$ cat config.mk
export PLATFORM = sky130hd
export DESIGN_NAME = jtag_dmi_arbiter
export DESIGN_NICKNAME = d
export VERILOG_FILES = /design/src/rtl/jtag_dmi_pkg.sv /design/src/rtl/jtag_dmi_rr_arb.sv /design/src/rtl/jtag_dmi_arbiter.sv
export SDC_FILE = /design/constraint.sdc
export NUM_CORES = 1
export LEC_CHECK = 0
export ABC_AREA = 1
export BUFFER_PORTS_ARGS = -buffer_cell sky130_fd_sc_hd__buf_2
export CORE_ASPECT_RATIO = 1.1
export CORE_UTILIZATION = 49
export DETAILED_ROUTE_END_ITERATION = 8
export PLACE_DENSITY = 0.88
export SYNTH_ARGS = -nofsm -noshare
export SYNTH_HDL_FRONTEND = slang
export SYNTH_SLANG_ARGS = --single-unit
$ cat constraint.sdc
create_clock -name clk -period 2.8 [get_ports clk]
set_input_delay 0.42 -clock clk [delete_from_list [all_inputs] [get_ports clk]]
set_output_delay 0.42 -clock clk [all_outputs]
set_load 0.05 [all_outputs]
$ cat src/rtl/jtag_dmi_pkg.sv
// Shared DMI constants and arbiter state type for the JTAG DMI arbiter slice.
package jtag_dmi_pkg;

    localparam int DMI_ADDR_WIDTH = 7;
    localparam int DMI_DATA_WIDTH = 32;

    localparam logic [1:0] DMI_OP_NOP   = 2'd0;
    localparam logic [1:0] DMI_OP_READ  = 2'd1;
    localparam logic [1:0] DMI_OP_WRITE = 2'd2;

    localparam logic [1:0] DMI_RESP_SUCCESS = 2'd0;
    localparam logic [1:0] DMI_RESP_FAILED  = 2'd2;
    localparam logic [1:0] DMI_RESP_BUSY    = 2'd3;

    typedef enum logic [1:0] {
        IDLE,
        ISSUE,
        WAIT,
        RESP
    } dmi_arb_state_e;

    function automatic logic [1:0] port_onehot(input logic id);
        return id ? 2'b10 : 2'b01;
    endfunction

endpackage

$ cat src/rtl/jtag_dmi_rr_arb.sv
// Two-way round-robin grant: a tie goes to the port that did not win last.
module jtag_dmi_rr_arb (
    input  logic       clk,
    input  logic       rst_n,
    input  logic [1:0] req_valid,
    input  logic       update,
    input  logic       update_id,
    output logic       grant_valid,
    output logic       grant_id
);

    logic last_grant_q;

    // Reset to port 1 so port 0 wins the first tie.
    always_ff @(posedge clk or negedge rst_n) begin
        if (!rst_n) begin
            last_grant_q <= 1'b1;
        end else if (update) begin
            last_grant_q <= update_id;
        end
    end

    always_comb begin
        grant_valid = |req_valid;
        if (&req_valid) begin
            grant_id = ~last_grant_q;
        end else begin
            grant_id = req_valid[1];
        end
    end

endmodule

$ cat src/rtl/jtag_dmi_arbiter.sv
// Shares one Debug Module DMI port between the JTAG DTM (port 0) and a bus bridge (port 1).
// Optional ISSUE/WAIT abort counter enabled by defining JTAG_DMI_ARB_TIMEOUT_EN.
module jtag_dmi_arbiter
    import jtag_dmi_pkg::*;
#(
    parameter int TIMEOUT_CYCLES = 200,
    parameter int TIMEOUT_W      = 8
) (
    input  logic                                 clk,
    input  logic                                 rst_n,
    input  logic [1:0]                           req_valid,
    output logic [1:0]                           req_ready,
    input  logic [1:0][DMI_ADDR_WIDTH-1:0]       req_addr,
    input  logic [1:0][DMI_DATA_WIDTH-1:0]       req_wdata,
    input  logic [1:0][1:0]                      req_op,
    output logic [1:0]                           rsp_valid,
    output logic [DMI_DATA_WIDTH-1:0]            rsp_rdata,
    output logic [1:0]                           rsp_resp,
    output logic                                 dm_req_valid,
    input  logic                                 dm_req_ready,
    output logic [DMI_ADDR_WIDTH-1:0]            dm_addr,
    output logic [DMI_DATA_WIDTH-1:0]            dm_wdata,
    output logic [1:0]                           dm_op,
    input  logic                                 dm_rsp_valid,
    input  logic [DMI_DATA_WIDTH-1:0]            dm_rdata,
    input  logic [1:0]                           dm_resp,
    output logic                                 busy,
    output logic                                 grant_id
);

    dmi_arb_state_e state_q, state_d;

    logic                      win_valid;
    logic                      win_id;
    logic                      accept;
    logic                      latch_dm;
    logic                      load_rsp;
    logic [DMI_DATA_WIDTH-1:0] rsp_rdata_d;
    logic [1:0]                rsp_resp_d;
    logic                      timeout_hit;

    logic                      id_q;
    logic [DMI_ADDR_WIDTH-1:0] addr_q;
    logic [DMI_DATA_WIDTH-1:0] wdata_q;
    logic [1:0]                op_q;
    logic [DMI_DATA_WIDTH-1:0] rdata_q;
    logic [1:0]                resp_q;

    jtag_dmi_rr_arb u_rr_arb (
        .clk         (clk),
        .rst_n       (rst_n),
        .req_valid   (req_valid),
        .update      (state_q == RESP),
        .update_id   (id_q),
        .grant_valid (win_valid),
        .grant_id    (win_id)
    );

`ifdef JTAG_DMI_ARB_TIMEOUT_EN
    logic [TIMEOUT_W-1:0] tmo_cnt_q;

    always_ff @(posedge clk or negedge rst_n) begin
        if (!rst_n) begin
            tmo_cnt_q <= '0;
        end else if (state_q == IDLE) begin
            tmo_cnt_q <= '0;
        end else if (state_q == ISSUE || state_q == WAIT) begin
            tmo_cnt_q <= tmo_cnt_q + TIMEOUT_W'(1);
        end
    end

    // Counter reads 0 in the first ISSUE cycle, so the abort lands on the
    // TIMEOUT_CYCLES-th cycle spent in ISSUE+WAIT.
    assign timeout_hit = (state_q == ISSUE || state_q == WAIT) &&
                         (tmo_cnt_q == TIMEOUT_W'(TIMEOUT_CYCLES - 1));
`else
    logic unused_timeout_cfg;
    assign unused_timeout_cfg = ^{TIMEOUT_CYCLES, TIMEOUT_W};
    assign timeout_hit        = 1'b0;
`endif

    always_comb begin
        state_d      = state_q;
        req_ready    = '0;
        rsp_valid    = '0;
        dm_req_valid = 1'b0;
        accept       = 1'b0;
        latch_dm     = 1'b0;
        load_rsp     = 1'b0;
        rsp_rdata_d  = '0;
        rsp_resp_d   = DMI_RESP_SUCCESS;
        case (state_q)
            IDLE: begin
                if (win_valid) begin
                    accept    = 1'b1;
                    req_ready = port_onehot(win_id);
                    if (req_op[win_id] == DMI_OP_READ || req_op[win_id] == DMI_OP_WRITE) begin
                        latch_dm = 1'b1;
                        state_d  = ISSUE;
                    end else begin
                        load_rsp   = 1'b1;
                        rsp_resp_d = (req_op[win_id] == DMI_OP_NOP) ? DMI_RESP_SUCCESS
                                                                    : DMI_RESP_FAILED;
                        state_d    = RESP;
                    end
                end
            end
            ISSUE: begin
                dm_req_valid = 1'b1;
                if (dm_req_ready && dm_rsp_valid) begin
                    load_rsp    = 1'b1;
                    rsp_rdata_d = dm_rdata;
                    rsp_resp_d  = dm_resp;
                    state_d     = RESP;
                end else if (timeout_hit) begin
                    load_rsp   = 1'b1;
                    rsp_resp_d = DMI_RESP_FAILED;
                    state_d    = RESP;
                end else if (dm_req_ready) begin
                    state_d = WAIT;
                end
            end
            WAIT: begin
                if (dm_rsp_valid) begin
                    load_rsp    = 1'b1;
                    rsp_rdata_d = dm_rdata;
                    rsp_resp_d  = dm_resp;
                    state_d     = RESP;
                end else if (timeout_hit) begin
                    load_rsp   = 1'b1;
                    rsp_resp_d = DMI_RESP_FAILED;
                    state_d    = RESP;
                end
            end
            RESP: begin
                rsp_valid = port_onehot(id_q);
                state_d   = IDLE;
            end
            default: state_d = IDLE;
        endcase
    end

    always_ff @(posedge clk or negedge rst_n) begin
        if (!rst_n) begin
            state_q <= IDLE;
            id_q    <= 1'b0;
            addr_q  <= '0;
            wdata_q <= '0;
            op_q    <= '0;
            rdata_q <= '0;
            resp_q  <= '0;
        end else begin
            state_q <= state_d;
            if (accept) begin
                id_q <= win_id;
            end
            if (latch_dm) begin
                addr_q  <= req_addr[win_id];
                wdata_q <= req_wdata[win_id];
                op_q    <= req_op[win_id];
            end
            // Response registers change only on entry to RESP and hold afterwards.
            if (load_rsp) begin
                rdata_q <= rsp_rdata_d;
                resp_q  <= rsp_resp_d;
            end
        end
    end

    assign dm_addr   = addr_q;
    assign dm_wdata  = wdata_q;
    assign dm_op     = op_q;
    assign rsp_rdata = rdata_q;
    assign rsp_resp  = resp_q;
    assign busy      = (state_q != IDLE);
    assign grant_id  = id_q;

endmodule
==> impl_metrics.env, run 1 <==
export IMPL_drive_gt1_share_pct=32.96
export IMPL_timing_hold_ws_ns=0.2274
export IMPL_layout_min_cycle_time_ns=2.321
export IMPL_synth_distinct_cells=19
export IMPL_p_sw_uw=4031
export IMPL_grt_pass1_wl_microns=17040
export IMPL_tightest_slew_ns=0.9583
export IMPL_wl_per_cell_microns=12.93
export IMPL_use_met3_pct=5.628
export IMPL_cts_post_setup_buffers_inserted=0
export IMPL_syn_area_sq_um=3876
export IMPL_busiest_layer="met2"
export IMPL_p_int_uw=2906
export IMPL_pin_count=204
export IMPL_slowest_delay_ns=0.54
export IMPL_drt_iter0_markers=131
export IMPL_fp_dieW_microns=86.80
export IMPL_crit_required_ns=3.03
export IMPL_cts_hold_buf=0
export IMPL_start_util_pct=51.30
export IMPL_startpoint_type="flip-flop"
export IMPL_tns_ns=0
export IMPL_layout_common_cells="290 x nand2_1, 202 x buf_2, 78 x dfrtp_1"
export IMPL_antenna_found_initial=1
export IMPL_viasPerCell=5.068
export IMPL_max_freq_mhz=430.8
export IMPL_crit_slowest_cell="dfstp_2"
export IMPL_clkPwrFrac_pct=11.3
export IMPL_n_fill_cell=647
export IMPL_holdCritPathClass="input port to async pin"
export IMPL_final_common_cell="nand2_1"
export IMPL_grt_pass1_vias=3817
export IMPL_setup_viol=0
export IMPL_synth_seq_cells=79
export IMPL_hold_viol=0
export IMPL_fin_worst_skew_ns=0.01106
export IMPL_nets=836
export IMPL_drtAntennaViolNets=0
export IMPL_p_leak_uw=0.003150
export IMPL_cp_top_family="simple AND/OR/NAND/NOR gates"
export IMPL_relSlewSlack_pct=36.11
export IMPL_clock_latency_ns=0.34
export IMPL_crit_fanout=34
export IMPL_path_class="flip-flop to flip-flop"
export IMPL_p_sw_share_pct=58.11
export IMPL_total_power_uw=6936
export IMPL_tritoncts="yes"
export IMPL_cp_cell_sequence="nand2_1, nand2_2, clkinv_1, nand2_1, nand2_1, ha_1, nor2_1, nand2_1, nand2_1, nand2_2, nand2_1, nand2_1"
export IMPL_cp_end_kind="flip-flop"
export IMPL_areaGrowthSynthToFinish_pct=31.92
export IMPL_yosysWarnings=0
export IMPL_finalInstanceArea_sq_um=5114
export IMPL_post_cts_resize_count=0
export IMPL_crit_arrival_ns=2.56
export IMPL_grtUsageMet2_pct=45.73
export IMPL_synthCells=517
export IMPL_grt_max_degree=80
export IMPL_dieArea_sq_um=8270
export IMPL_vias=4151
export IMPL_rows=33
export IMPL_fp_dieH_microns=95.28
export IMPL_status="completed"
export IMPL_cts_buffer_depth=2
export IMPL_grt_util_met1_pct=32.13
export IMPL_max_cap_viol_count=0
export IMPL_ir_worst_vdd_v=0.0006530
export IMPL_cts_made_buffers=9
export IMPL_timing_final_crit_share_pct=82.89
export IMPL_grt_setup_unrepaired="false"
export IMPL_combinationalPowerShare_pct=60.3
export IMPL_clkTransAtPathRegs_ns=0.09
export IMPL_routabilityCongestion=0.8145
export IMPL_numClockSinks=79
export IMPL_first_pass_iters=6
export IMPL_htreeDepth=3
export IMPL_dpl_cell_area_sq_um=4931
export IMPL_wl_microns=10590
export IMPL_syn_mean_instance_area_sq_um=7.498
export IMPL_coreArea_sq_um=7556
export IMPL_grt_overflow_total=0
export IMPL_portBuffers=203
export IMPL_drc=0
export IMPL_cts_root_buffer="clkbuf_8"
export IMPL_critPathMostFrequentCell="nand2_1"
export IMPL_synth_nets=645
export IMPL_maxSlewViolCount=0
export IMPL_seqPwrFrac_pct=28.4
export IMPL_power_density_nw_per_um2=1356
export IMPL_synth_seq_area_share_pct=51.03
export IMPL_grt_usage_pct=26.24
export IMPL_cp_num_buf_inv=1
export IMPL_hpwl_microns=7503
## final timing paths
check,end,slack [ns],startpoint,cells after the start
max in group asynchronous,dm_wdata[8]$_DFFE_PN0P_,1.97,rst_n,1
max reg2reg,rsp_rdata[24]$_DFFE_PN0P_,0.48,u_rr_arb.last_grant_q$_DFFE_PN1N_,12
max,rsp_rdata[24]$_DFFE_PN0P_,0.48,u_rr_arb.last_grant_q$_DFFE_PN1N_,12
min reg2reg,u_rr_arb.last_grant_q$_DFFE_PN1N_,0.48,u_rr_arb.last_grant_q$_DFFE_PN1N_,2
min,rsp_rdata[27]$_DFFE_PN0P_,0.23,rst_n,1
min in group clk,rsp_rdata[2]$_DFFE_PN0P_,0.32,dm_rdata[2],3
## power groups by stage
stage	clock network [uW]	logic, uW	registers, uW
after detailed placement	0	4190	1970
after CTS	798	4190	1970
final	784	4180	1970
after floorplan	0	1420	3740
after global placement	0	4060	1980
after global routing	852	4480	2030
## through the flow
step,setup slack (ns),cells,util [%]
6_report,0.4790,819,67.68
3_5_place_dp,0.5324,802,65.26
4_1_cts,0.5079,818,67.64
3_3_place_gp,0.6884,802,65.26
5_1_grt,0.2970,818,67.64
2_1_floorplan,0.6971,517,-
## routing by layer
metal  vias to the layer above  wire, microns  part of all wire, %
li1                       2016              -                    -
met1                      1920           4340                   41
met2                       199           5284                   50
met3                        16            773                  7.3
met4                         0            189                  1.8
met5                         -              0                    0
## cells in the mapped netlist, drive strengths merged
cell type / number / area (sq um)
o21ai: 46 / 230.2
clkbuf: 15 / 56.30
nor2: 6 / 25.03
clkinv: 2 / 7.510
dfstp: 1 / 26.28
nand3: 6 / 30.03
nand4: 32 / 200.2
nand2: 293 / 1107
buf: 18 / 113.9
dfrtp: 78 / 1952
inv: 14 / 52.55
ha: 6 / 75.07
## area by class of cell
| cell class | instances | area, sq um | area share, % |
|---|---|---|---|
| diodes | 1 | 2.502 | 0.04894 |
| clock buffers | 9 | 123.9 | 2.422 |
| clock inverters | 7 | 56.30 | 1.101 |
| inverters | 16 | 60.06 | 1.174 |
| multi-input cells | 389 | 1668 | 32.62 |
| flip-flops and latches | 79 | 1978 | 38.68 |
| well taps | 105 | 131.4 | 2.569 |
| repair buffers | 213 | 1094 | 21.38 |
## registers in the layout (all words and copies together), names as in the netlist
name and cells:
dm_wdata 32, rsp_resp 2, dm_op 2, u_rr_arb.last_grant_q 1
grant_id 1, state_q 2, dm_addr 7, rsp_rdata 32
## logic make-up (layout without fill, tap and decap cells)
kind of cell | count (synthesis) | in the layout | share of synthesized area (%)
and+or+nand+nor | 337 | 337 | 35.15
DFF | 79 | 79 | 51.03
buffers and inverters | 49 | 245 | 5.939
AOI/OAI and AO/OA | 46 | 46 | 5.939
adders and majority gates | 6 | 6 | 1.937
other | 0 | 1 | 0
Note: power is estimated with default switching activity, not from simulation.
==> run 2, diff against run 1 <==
--- a/config.mk
+++ b/config.mk
@@ -8,9 +8,9 @@
 export ABC_AREA = 1
 export BUFFER_PORTS_ARGS = -buffer_cell sky130_fd_sc_hd__buf_2
 export CORE_ASPECT_RATIO = 1.1
-export CORE_UTILIZATION = 49
+export CORE_UTILIZATION = 41
 export DETAILED_ROUTE_END_ITERATION = 8
-export PLACE_DENSITY = 0.88
+export PLACE_DENSITY = 0.79
 export SYNTH_ARGS = -nofsm -noshare
 export SYNTH_HDL_FRONTEND = slang
 export SYNTH_SLANG_ARGS = --single-unit
==> constraint.sdc (replaced) <==
create_clock -name clk -period 1.95 [get_ports clk]
set_input_delay 0.2925 -clock clk [delete_from_list [all_inputs] [get_ports clk]]
set_output_delay 0.2925 -clock clk [all_outputs]
set_load 0.05 [all_outputs]
==> impl_metrics.env, run 2 (synthesis gave the netlist of run 1 again) <==
export IMPL_status="completed"
export IMPL_fin_worst_skew_ns=0.009683
export IMPL_hold_viol=0
export IMPL_crit_fanout=8
export IMPL_portBuffers=203
export IMPL_crit_required_ns=2.18
export IMPL_coreArea_sq_um=9009
export IMPL_diodes=0
export IMPL_path_class="flip-flop to flip-flop"
export IMPL_holdCritPathClass="input port to flip-flop"
export IMPL_max_cap_viol_count=0
export IMPL_power_density_nw_per_um2=1966
export IMPL_drt_iter0_markers=190
export IMPL_grt_max_degree=44
export IMPL_cts_buffer_depth=2
export IMPL_start_util_pct=43.03
export IMPL_cts_made_buffers=9
export IMPL_utilization_pct=62.67
export IMPL_grt_pass1_vias=3827
export IMPL_antenna_found_initial=1
export IMPL_timing_final_crit_share_pct=97.45
export IMPL_tritoncts="yes"
export IMPL_numClockSinks=79
export IMPL_crit_arrival_ns=2.13
export IMPL_fin_ws_ns=0.04971
export IMPL_clock_latency_ns=0.34
export IMPL_rows=36
export IMPL_dp_slack_ns=-0.03289
export IMPL_tightest_slew_ns=0.5452
export IMPL_clkTransAtPathRegs_ns=0.08
export IMPL_layout_min_cycle_time_ns=1.900
export IMPL_n_fill_cell=812
export IMPL_dieArea_sq_um=9847
export IMPL_layout_common_cells="273 x nand2_1, 200 x buf_2, 78 x dfrtp_1"
export IMPL_routabilityCongestion=0.8032
export IMPL_drive_gt1_share_pct=37.52
export IMPL_viasPerCell=4.985
export IMPL_multiInputGateArea_sq_um=1765
export IMPL_first_pass_iters=4
export IMPL_drc=0
export IMPL_fp_dieW_microns=94.71
export IMPL_vias=4222
export IMPL_maxSlewViolCount=0
export IMPL_pin_count=204
export IMPL_htreeDepth=3
export IMPL_wl_microns=11290
export IMPL_cts_root_buffer="clkbuf_8"
export IMPL_grt_pass1_wl_microns=17090
export IMPL_ir_worst_vdd_v=0.001014
export IMPL_cp_end_kind="flip-flop"
export IMPL_finalInstanceArea_sq_um=5645
export IMPL_p_leak_uw=0.003383
export IMPL_wl_per_cell_microns=13.33
export IMPL_relSlewSlack_pct=63.66
export IMPL_regArea_sq_um=1978
export IMPL_hpwl_microns=7787
export IMPL_startpoint_type="flip-flop"
export IMPL_drtAntennaViolNets=0
export IMPL_nets=856
export IMPL_setup_viol=0
export IMPL_areaGrowthSynthToFinish_pct=45.64
export IMPL_grt_usage_pct=21.93
export IMPL_grt_overflow_total=0
export IMPL_fp_dieH_microns=104.0
export IMPL_max_freq_mhz=526.2
export IMPL_dpl_cell_area_sq_um=5060
export IMPL_final_common_cell="nand2_1"
-- run 2: cell count changes in the layout (fill, tap and decap cells not counted), moves of 5 or more --
cell       before  now
nand2_1       290  273
clkbuf_16       0    5
buf_12          0    6
nand2_2         3   14
nand2_4         0    6
-- run 2: area by class of cell --
type	instances	area share, %
well taps	114	2.527
clock buffers	10	2.261
repair buffers	233	25.44
flip-flops and latches	79	35.04
clock inverters	6	2.349
inverters	16	1.108
multi-input cells	389	31.27
-- run 2: routing by layer --
metal / global-route usage [%] / part of all wire, % / up-vias / routed length, microns
met2: 37.72 / 50 / 184 / 5619
met4: 9.199 / 1.9 / 0 / 210
li1: - / - / 2058 / -
met5: 0 / 0 / - / 0
met1: 25.29 / 41 / 1962 / 4592
met3: 5.775 / 7.7 / 18 / 865
-- run 2: worst max-delay path, stage by stage, from the launching register on --
cell,delay [ns]
dfstp_2,0.54
nand2_2,0.06
nand2_4,0.09
buf_6,0.13
nand2_4,0.05
nand2_4,0.06
ha_4,0.21
nor2_2,0.08
nand2_1,0.06
nand2_2,0.08
nand2_4,0.11
clkbuf_16,0.19
nand2_1,0.07
nand2_1,0.05
-- run 2: what timing repair did --
| action | in CTS | in global routing |
|---|---|---|
| pin swaps | 0 | 14 |
| hold endpoints to repair | 41 | 0 |
| gates cloned | 0 | 6 |
| setup endpoints to repair | 76 | 77 |
| buffers inserted | 0 | 6 |
| hold buffers | 1 | 0 |
| gates resized for setup | 4 | 36 |
-- run 2: path summary, 6_finish.rpt --
path	start	to	slack, ns	depth (start not counted)
worst min register to register	rsp_rdata[14]$_DFFE_PN0P_	rsp_rdata[14]$_DFFE_PN0P_	0.47	2
worst max register to register	u_rr_arb.last_grant_q$_DFFE_PN1N_	rsp_rdata[30]$_DFFE_PN0P_	0.05	13
worst min-delay path	dm_resp[0]	rsp_resp[0]$_DFFE_PN0P_	0.20	3
min in group asynchronous	rst_n	rsp_rdata[22]$_DFFE_PN0P_	0.51	2
worst max-delay path	u_rr_arb.last_grant_q$_DFFE_PN1N_	rsp_rdata[30]$_DFFE_PN0P_	0.05	13
max in group asynchronous	rst_n	dm_wdata[6]$_DFFE_PN0P_	0.85	3
-- run 2: power by group --
part | leakage [uW] | switching (uW) | internal [uW]
combinational | 0.00223 | 4920 | 1770
sequential | 0.00102 | 437 | 2410
clock | 0.000126 | 587 | 978
total | 0.00338 | 5940 | 5160
-- run 2: per-stage QoR --
| step | cells | TNS [ns] | power (uW) | hold slack [ns] |
|---|---|---|---|---|
| 6_report | 847 | 0 | 11100 | 0.1975 |
| 5_1_grt | 847 | -0.2540 | 11720 | 0.1811 |
| 2_1_floorplan | 517 | 0 | 7406 | -0.003091 |
| 4_1_cts | 835 | -0.04853 | 10640 | 0.1694 |
| 3_3_place_gp | 818 | 0 | 8883 | 0.3145 |
| 3_5_place_dp | 818 | -0.6762 | 9012 | 0.3271 |
